## config.mk

```make
export PLATFORM = sky130hd
export DESIGN_NAME = y86_fetch_ctrl
export DESIGN_NICKNAME = d
export VERILOG_FILES = /design/src/rtl/y86_fetch_ctrl.sv
export SDC_FILE = /design/constraint.sdc
export NUM_CORES = 1
export LEC_CHECK = 0
export BUFFER_PORTS_ARGS = -buffer_cell sky130_fd_sc_hd__buf_4
export CAP_MARGIN = 20
export CORE_ASPECT_RATIO = 1.4
export CORE_MARGIN = 2
export CORE_UTILIZATION = 32
export DETAILED_ROUTE_END_ITERATION = 16
export PLACE_DENSITY = 0.54
export SLEW_MARGIN = 20
export SYNTH_ARGS = -nofsm -noshare
export SYNTH_HDL_FRONTEND = slang
export SYNTH_SLANG_ARGS = --single-unit
```

## constraint.sdc

```tcl
create_clock -name clk -period 24.9 [get_ports clk]
set_input_delay 3.735 -clock clk [delete_from_list [all_inputs] [get_ports clk]]
set_output_delay 3.735 -clock clk [all_outputs]
set_load 0.02 [all_outputs]
```

## src/rtl/y86_fetch_ctrl.sv

```systemverilog
`default_nettype none
// ============================================================================
// Module  : y86_fetch_ctrl
// Brief   : Y86-64 fetch sequencer: PC ownership, imem access, field split,
//           valP/status generation and valid/ready hand-off to decode.
// Revision: 1.0
// ============================================================================
module y86_fetch_ctrl #(
    parameter int                ADDR_W    = 64,
    parameter int                MEM_LAT   = 1,
    parameter int                MEM_BYTES = 4096,
    parameter logic [ADDR_W-1:0] RESET_PC  = '0
) (
    input  logic              clk,
    input  logic              rst,
    output logic [ADDR_W-1:0] imem_pc,
    input  logic [79:0]       imem_inst,
    input  logic              redirect_valid,
    input  logic [ADDR_W-1:0] redirect_pc,
    output logic              out_valid,
    input  logic              out_ready,
    output logic [3:0]        icode,
    output logic [3:0]        ifun,
    output logic [3:0]        rA,
    output logic [3:0]        rB,
    output logic [63:0]       valC,
    output logic [ADDR_W-1:0] valP,
    output logic [ADDR_W-1:0] pc,
    output logic [2:0]        stat,
    output logic              halted
);

    localparam logic [2:0]    c_STAT_AOK = 3'd1;
    localparam logic [2:0]    c_STAT_HLT = 3'd2;
    localparam logic [2:0]    c_STAT_ADR = 3'd3;
    localparam logic [2:0]    c_STAT_INS = 3'd4;
    localparam logic [3:0]    c_LAT      = 4'(MEM_LAT);
    localparam logic [ADDR_W:0] c_MEM_END = (ADDR_W+1)'(MEM_BYTES);

    typedef enum logic [1:0] {
        S_REQ  = 2'd0,
        S_WAIT = 2'd1,
        S_OUT  = 2'd2,
        S_STOP = 2'd3
    } state_t;

    state_t              r_state;
    logic [3:0]          r_cnt;
    logic [ADDR_W-1:0]   r_pc;
    logic                r_out_valid;
    logic [3:0]          r_icode;
    logic [3:0]          r_ifun;
    logic [3:0]          r_ra;
    logic [3:0]          r_rb;
    logic [63:0]         r_valc;
    logic [ADDR_W-1:0]   r_valp;
    logic [ADDR_W-1:0]   r_inst_pc;
    logic [2:0]          r_stat;
    logic                r_halted;

    logic [7:0]          w_byte [10];
    logic [3:0]          w_icode;
    logic [3:0]          w_ifun;
    logic [3:0]          w_len;
    logic                w_has_regs;
    logic [3:0]          w_ra;
    logic [3:0]          w_rb;
    logic [63:0]         w_valc;
    logic                w_ifun_ok;
    logic [ADDR_W:0]     w_end;
    logic [ADDR_W-1:0]   w_valp;
    logic [2:0]          w_stat;
    logic                w_xfer;

    // byte0 sits in the top lane of the fetch window
    always_comb begin
        for (int i = 0; i < 10; i++) begin
            w_byte[i] = imem_inst[79-8*i -: 8];
        end
    end

    assign w_icode = w_byte[0][7:4];
    assign w_ifun  = w_byte[0][3:0];

    always_comb begin
        w_len = 4'd1;
        case (w_icode)
            4'h2, 4'h6, 4'hA, 4'hB: w_len = 4'd2;
            4'h7, 4'h8:             w_len = 4'd9;
            4'h3, 4'h4, 4'h5:       w_len = 4'd10;
            default:                w_len = 4'd1;
        endcase
    end

    assign w_has_regs = (w_len == 4'd2) || (w_len == 4'd10);
    assign w_ra       = w_has_regs ? w_byte[1][7:4] : 4'hF;
    assign w_rb       = w_has_regs ? w_byte[1][3:0] : 4'hF;

    always_comb begin
        w_valc = 64'd0;
        case (w_icode)
            4'h3, 4'h4, 4'h5:
                w_valc = {w_byte[9], w_byte[8], w_byte[7], w_byte[6],
                          w_byte[5], w_byte[4], w_byte[3], w_byte[2]};
            4'h7, 4'h8:
                w_valc = {w_byte[8], w_byte[7], w_byte[6], w_byte[5],
                          w_byte[4], w_byte[3], w_byte[2], w_byte[1]};
            default:
                w_valc = 64'd0;
        endcase
    end

    always_comb begin
        w_ifun_ok = 1'b0;
        case (w_icode)
            4'h2, 4'h7: w_ifun_ok = (w_ifun <= 4'd6);
            4'h6:       w_ifun_ok = (w_ifun <= 4'd3);
            default:    w_ifun_ok = (w_ifun == 4'd0);
        endcase
    end

    // one extra bit so an instruction straddling the top of memory is caught
    assign w_end  = {1'b0, r_pc} + {{(ADDR_W-3){1'b0}}, w_len};
    assign w_valp = r_pc + {{(ADDR_W-4){1'b0}}, w_len};

    always_comb begin
        if (w_end > c_MEM_END) begin
            w_stat = c_STAT_ADR;
        end else if (w_icode > 4'hB) begin
            w_stat = c_STAT_INS;
        end else if (!w_ifun_ok) begin
            w_stat = c_STAT_INS;
        end else if (w_icode == 4'h0) begin
            w_stat = c_STAT_HLT;
        end else begin
            w_stat = c_STAT_AOK;
        end
    end

    assign w_xfer = r_out_valid && out_ready;

    always_ff @(posedge clk or posedge rst) begin
        if (rst) begin
            r_state     <= S_REQ;
            r_cnt       <= 4'd0;
            r_pc        <= RESET_PC;
            r_out_valid <= 1'b0;
            r_icode     <= 4'h0;
            r_ifun      <= 4'h0;
            r_ra        <= 4'hF;
            r_rb        <= 4'hF;
            r_valc      <= 64'd0;
            r_valp      <= '0;
            r_inst_pc   <= '0;
            r_stat      <= c_STAT_AOK;
            r_halted    <= 1'b0;
        end else begin
            case (r_state)
                S_REQ: begin
                    if (redirect_valid) begin
                        r_pc <= redirect_pc;
                    end else begin
                        r_cnt   <= c_LAT;
                        r_state <= S_WAIT;
                    end
                end
                S_WAIT: begin
                    if (redirect_valid) begin
                        r_pc    <= redirect_pc;
                        r_state <= S_REQ;
                    end else if (r_cnt == 4'd1) begin
                        r_icode     <= w_icode;
                        r_ifun      <= w_ifun;
                        r_ra        <= w_ra;
                        r_rb        <= w_rb;
                        r_valc      <= w_valc;
                        r_valp      <= w_valp;
                        r_inst_pc   <= r_pc;
                        r_stat      <= w_stat;
                        r_out_valid <= 1'b1;
                        r_state     <= S_OUT;
                    end else begin
                        r_cnt <= r_cnt - 4'd1;
                    end
                end
                S_OUT: begin
                    if (w_xfer) begin
                        r_out_valid <= 1'b0;
                        if (r_stat != c_STAT_AOK) begin
                            r_pc     <= r_valp;
                            r_halted <= 1'b1;
                            r_state  <= S_STOP;
                        end else begin
                            r_pc    <= redirect_valid ? redirect_pc : r_valp;
                            r_state <= S_REQ;
                        end
                    end else if (redirect_valid) begin
                        r_out_valid <= 1'b0;
                        r_pc        <= redirect_pc;
                        r_state     <= S_REQ;
                    end
                end
                S_STOP: begin
                    r_out_valid <= 1'b0;
                    r_halted    <= 1'b1;
                end
                default: begin
                    r_state <= S_REQ;
                end
            endcase
        end
    end

    assign imem_pc   = r_pc;
    assign out_valid = r_out_valid;
    assign icode     = r_icode;
    assign ifun      = r_ifun;
    assign rA        = r_ra;
    assign rB        = r_rb;
    assign valC      = r_valc;
    assign valP      = r_valp;
    assign pc        = r_inst_pc;
    assign stat      = r_stat;
    assign halted    = r_halted;

endmodule
`default_nettype wire

```

Word level (Yosys, flattened, before mapping)
Memory sizes are Yosys's and may differ from the RTL's. Cells that the tools add are included.

Add/subtract/negate cells: 3. Magnitude comparators: 4. Eq/ne operators: 22. Mux-type cells: 32. Bitwise logic cells: 1. Reductions and logical operators: 19.

Operator list (count): 64-bit two-way mux (4); 64-bit one-hot mux with 2 select lines (2); 64-bit by 4-bit adder with 65-bit output (1); 65-bit by 13-bit greater-than comparator with 1-bit output, second input constant (1); 64-bit by 4-bit adder with 64-bit output (1); 4-bit two-way mux (5); 4-bit by 3-bit == test with 1-bit output, second input constant (4); 2-bit two-way mux (7); 4-bit by 2-bit == test with 1-bit output, second input constant (3); 2-bit != test, second input constant (6); 4-bit AND reduction (3); 3-bit two-way mux (3); 4-bit == test, second input constant (2); 4-bit logical NOT (2); 4-bit one-hot mux with 2 select lines (1); 1-bit two-way mux (6); 3-bit != test, second input constant (2); 2-bit one-hot mux with 3 select lines (1); 3-bit AND reduction (2); 2-bit nonzero test (3); 3-bit nonzero test (2); 2-bit OR reduction (3); 2-bit == test, second input constant (2); 4-bit by 1-bit == test with 1-bit output, second input constant (1); other kinds (13) (14).

Flip-flop bits (word level): 283. Memory bits (read-only): 48. Bits of input ports: 148. Output and inout port bits: 277. Word-level logic and storage cells: 95. Memories kept: 1.

Memory list: (name not given) (words 16, width 3, rd ports 1, clocked after Yosys merged registers in 0, write ports 0, RTL line 87) `case (w_icode)`.

Logic depth before layout (Yosys ltp)
Word-level depth: 6. Gate-level depth with buffers: 18. Mapped depth without buffers: 14.

Worst setup path after synthesis
Ideal clock, no wire load.

Path type: input -> register. From: input port imem_inst[76]. To: register r_stat[2] (netlist: stat[2]). Arrival: 7443 ps. Required time: 24832 ps. Slack: 17389 ps. Stages on the path: 17. Path buffers: 4. Path through: clkbuf_1 -> nand2_1 -> mux2_2 -> nor2_1 -> clkbuf_1 -> buf_1 -> or2_2 -> ha_1 -> buf_2 -> nand3b_2 -> a211oi_2 -> nand4_2 -> nor3_1 -> xor2_1 -> or4_1 -> nor4_2 -> a32o_1.

Cells in the longest elaborated chain, start to end: 6.

RTL lines: start, declared (RTL line 17) `input logic [79:0] imem_inst,`; parallel branches: the longest is 5 deep, another holds 64-bit by 4-bit adder with 65-bit output; 3-bit two-way mux (*) (RTL line 127) `if (w_end > c_MEM_END) begin`; end signal, assigned (RTL line 155) `r_stat <= c_STAT_AOK;`; end signal, assigned (RTL line 179) `r_stat <= w_stat;`; end, declared (RTL line 58) `logic [2:0] r_stat;`.

Mark *: on every way between the ends. A chain may end at the register's enable or synchronous reset.

Worst setup path after layout
Same ends and word-level chain as after synthesis.

==> flow_metrics.py <==
metrics = {
    "status": {
        "status": "finished clean",
    },
    "timing": {
        "relSlewSlack": 0.2355,
        "slew_viol_final": 0,
        "setup_viol": 0,
        "hold_viol": 0,
        "fin_setup_tns_ns": 0,
        "max_freq_ghz": 0.1251,
        "period_needed_ns": 7.994,
        "finClkSkew_ns": 0.01434,
        "rsz0062_at_grt": "no",
        "tightest_slew_ns": 1.118,
        "fin_crit_sh": 0.3211,
        "timing.final.ws_setup_ns": 16.91,
    },
    "logic_synthesis": {
        "ys_warn_count": 0,
        "synth_common_cells": "nand2_1 (371), dfrtp_1 (274), nor2_1 (181)",
        "synth_seq_cells": 283,
        "synthDominantCellAreaShare": 0.4873,
        "ys_types": 74,
        "synth_top_cells_by_area": "dfrtp_1 (49%), nand2_1 (9.9%), o21ai_0 (4.9%)",
        "syn-num-nets": 1724,
        "synth_edf_count": 0,
        "synth_compound_area_frac": 0.1394,
        "synthCells": 1565,
        "async_reset_ff_frac": 1.000,
        "yosysTopAreaCell": "dfrtp_1",
        "syn_area_mm2": 0.01407,
        "yosysMostFrequentCell": "nand2_1",
        "synth_ff_type": "dfrtp_1",
        "syn_avg_cell_area_um2": 8.990,
        "muxShareOfSynthArea": 0.04224,
        "synthAdderAreaFrac": 0.01032,
        "yosysSeqAreaShare": 0.5041,
        "yosys.area_share.xor_xnor": 0.04046,
        "synth_top_family_by_area": "simple AND/OR/NAND/NOR gates",
        "synth_simple_gate_area_frac": 0.2229,
    },
    "worst_setup_path": {
        "required_ns": 25.40,
        "arrival_ns": 8.49,
        "crit_path_frequent_cell": "buf_4",
        "criticalPathCategory": "in -> reg",
        "cp-start-kind": "input pin",
        "cp_num_buf_inv": 2,
        "critPathSlowestCell": "a2111oi_0",
        "crit_family": "simple AND/OR/NAND/NOR gates",
        "cp_num_cells": 15,
        "crit_fanout": 65,
        "crit_chain": "buf_4 -> nor3_1 -> nand2_1 -> o31ai_4 -> buf_4 -> or2_2 -> ha_1 -> nand3b_2 -> a211o_1 -> nor4_1 -> xor2_1 -> a2111oi_0 -> nand4_1 -> nor4_2 -> a32o_1",
        "slowest_delay_ns": 0.96,
        "ff2ff_path_depth": 11,
        "endpoint_kind": "flip-flop",
    },
    "floorplan": {
        "core_area_mm2": 0.04324,
        "start_util": 0.3254,
        "die-area_mm2": 0.04568,
        "die_x_um": 181.2,
        "rows": 90,
        "die_h_um": 252.1,
        "io_pins": 425,
    },
    "routing": {
        "drc": 0,
        "vias": 13050,
        "antenna_left": 0,
        "wirelength_um": 53130,
        "vias_per_cell": 5.240,
        "initialDrtViolationCount": 862,
        "wl_per_cell_um": 21.33,
        "drtPass1Iterations": 5,
    },
    "global_routing": {
        "overflow": 0,
        "grt_usage": 0.2270,
        "grt_pass1_wl_um": 80630,
        "grt_max_degree": 116,
        "antenna_found_initial": 0,
        "grt_pass1_vias": 12910,
    },
    "layout": {
        "final_layout_size_suffix_gt1_frac": 0.2682,
        "final_util": 0.4298,
        "diodes": 0,
        "syn2layout_area_growth_pct": 32.09,
        "fin_nets": 2074,
    },
    "pwr": {
        "netSwitchingPower_mw": 1.030,
        "power.density_mw_per_mm2": 127.3,
        "ir_drop_mv": 0.06569,
        "power_frac_comb": 0.439,
        "p_leak_nw": 8.535,
        "p_int_mw": 1.336,
        "switching_share": 0.4353,
        "pwr-share-seq": 0.371,
        "finalPower_mw": 2.366,
        "pwr-share-clk": 0.190,
    },
    "clock_network": {
        "cts_tree": "done",
        "cts_buffers": 30,
        "ctsHoldBuffers": 0,
        "post-cts-setup-buffers": 0,
        "cts.clk_slew.worst_paths_ns": 0.06,
        "clk_path_buf_depth": 3,
        "clock_latency_ns": 0.57,
        "clock_sinks": 283,
        "clockRootBuffer": "clkbuf_16",
        "htreeDepth": 1,
        "cts_resized": 0,
    },
    "place": {
        "pre_cts_slack_ns": 16.47,
        "portBuffers": 424,
        "post-dp-hpwl_um": 39560,
        "gp_congestion": 0.8806,
    },
    "job": {
        "max_cap_viol_count": 0,
    },
    "worst_hold_path": {
        "holdPathStages": 2,
        "min_path_type": "reg -> reg",
    },
}
-- sequential cells by signal (all words and copies together) (netlist names), 3 cells and up --
| name | flops |
|---|---|
| icode | 4 |
| valP | 64 |
| r_cnt | 4 |
| imem_pc | 64 |
| valC | 64 |
| rA | 4 |
| rB | 4 |
| ifun | 4 |
| pc | 64 |
| stat | 3 |
-- through the flow --
step	cells	hold WS [ns]	area [µm²]
after global placement	2435	0.4602	17610
after global routing	2491	0.5039	18590
after CTS	2491	0.4812	18580
final	2491	0.4763	18590
after detailed placement	2435	0.4652	17610
after floorplan	1565	0.5109	14070
-- power groups by stage --
| stage | registers (mW) | clock network [mW] | logic (mW) |
|---|---|---|---|
| floorplan | 1.01 | 0 | 0.415 |
| global placement | 0.882 | 0 | 1.04 |
| detailed placement | 0.887 | 0 | 1.05 |
| CTS | 0.881 | 0.465 | 1.05 |
| global route | 0.907 | 0.483 | 1.13 |
| finish | 0.878 | 0.449 | 1.04 |
-- final timing paths --
| kind | from | endpoint | slack [ns] |
|---|---|---|---|
| min in group asynchronous | rst | icode[1] | 3.23 |
| max | imem_inst[76] | stat[2] | 16.91 |
| min reg2reg | pc[12] | pc[12] | 0.48 |
| max reg2reg | imem_pc[0] | stat[2] | 20.55 |
| min | pc[12] | pc[12] | 0.48 |
| max in group asynchronous | rst | valP[42] | 19.57 |
-- layout by cell type (no fill, tap or decap), drive strengths merged, types with 7 or more instances in the layout --
cell type    n
a211oi       7
a21oi       11
a221oi      64
a22oi       10
a31oi        9
and3        14
buf        435
clkbuf      52
dfrtp      274
dfstp        9
ha          10
inv         25
mux2i       56
nand2      371
nand3       30
nand4       26
nor2       181
nor3        26
nor4        23
o21ai      142
o22a         8
o22ai        7
or3         10
xnor2       41
xor2        24
-- metal layers --
metal	vias up	share of wire	global-route usage	wire, µm
met5	-	0	0	0
met4	0	0.033	0.07503	1740
met3	80	0.060	0.03602	3164
met2	532	0.52	0.4169	27380
met1	6333	0.39	0.2692	20840
li1	6107	-	-	-
-- cells by family (layout without fill, tap and decap cells) --
logic type	after synthesis	after routing
compound gates	294	294
xor+xnor	65	65
fa+ha+maj	11	11
buf+inv	142	516
flops	283	283
mux	59	59
simple gates	711	711
-- area by class of cell --
type / count / area, µm²
multi-input combinational: 1140 / 6457
timing repair buffer: 435 / 3269
sequential: 283 / 7093
fill: 4345 / 24660
clock buffer: 52 / 924.6
clock inverter: 4 / 48.80
tap: 552 / 690.7
inverter: 25 / 101.3
-- worst reg2reg max path, cell delays in order, from the launching register on --
cell       delay, ns
dfrtp_1         0.45
ha_1            0.26
inv_1           0.07
fa_1            0.42
nand3b_2        0.33
a211o_1         0.45
nor4_1          0.36
xor2_1          0.14
a2111oi_0       0.96
nand4_1         0.21
nor4_2          0.42
a32o_1          0.23
No activity file was read; power rests on OpenSTA's default activity.
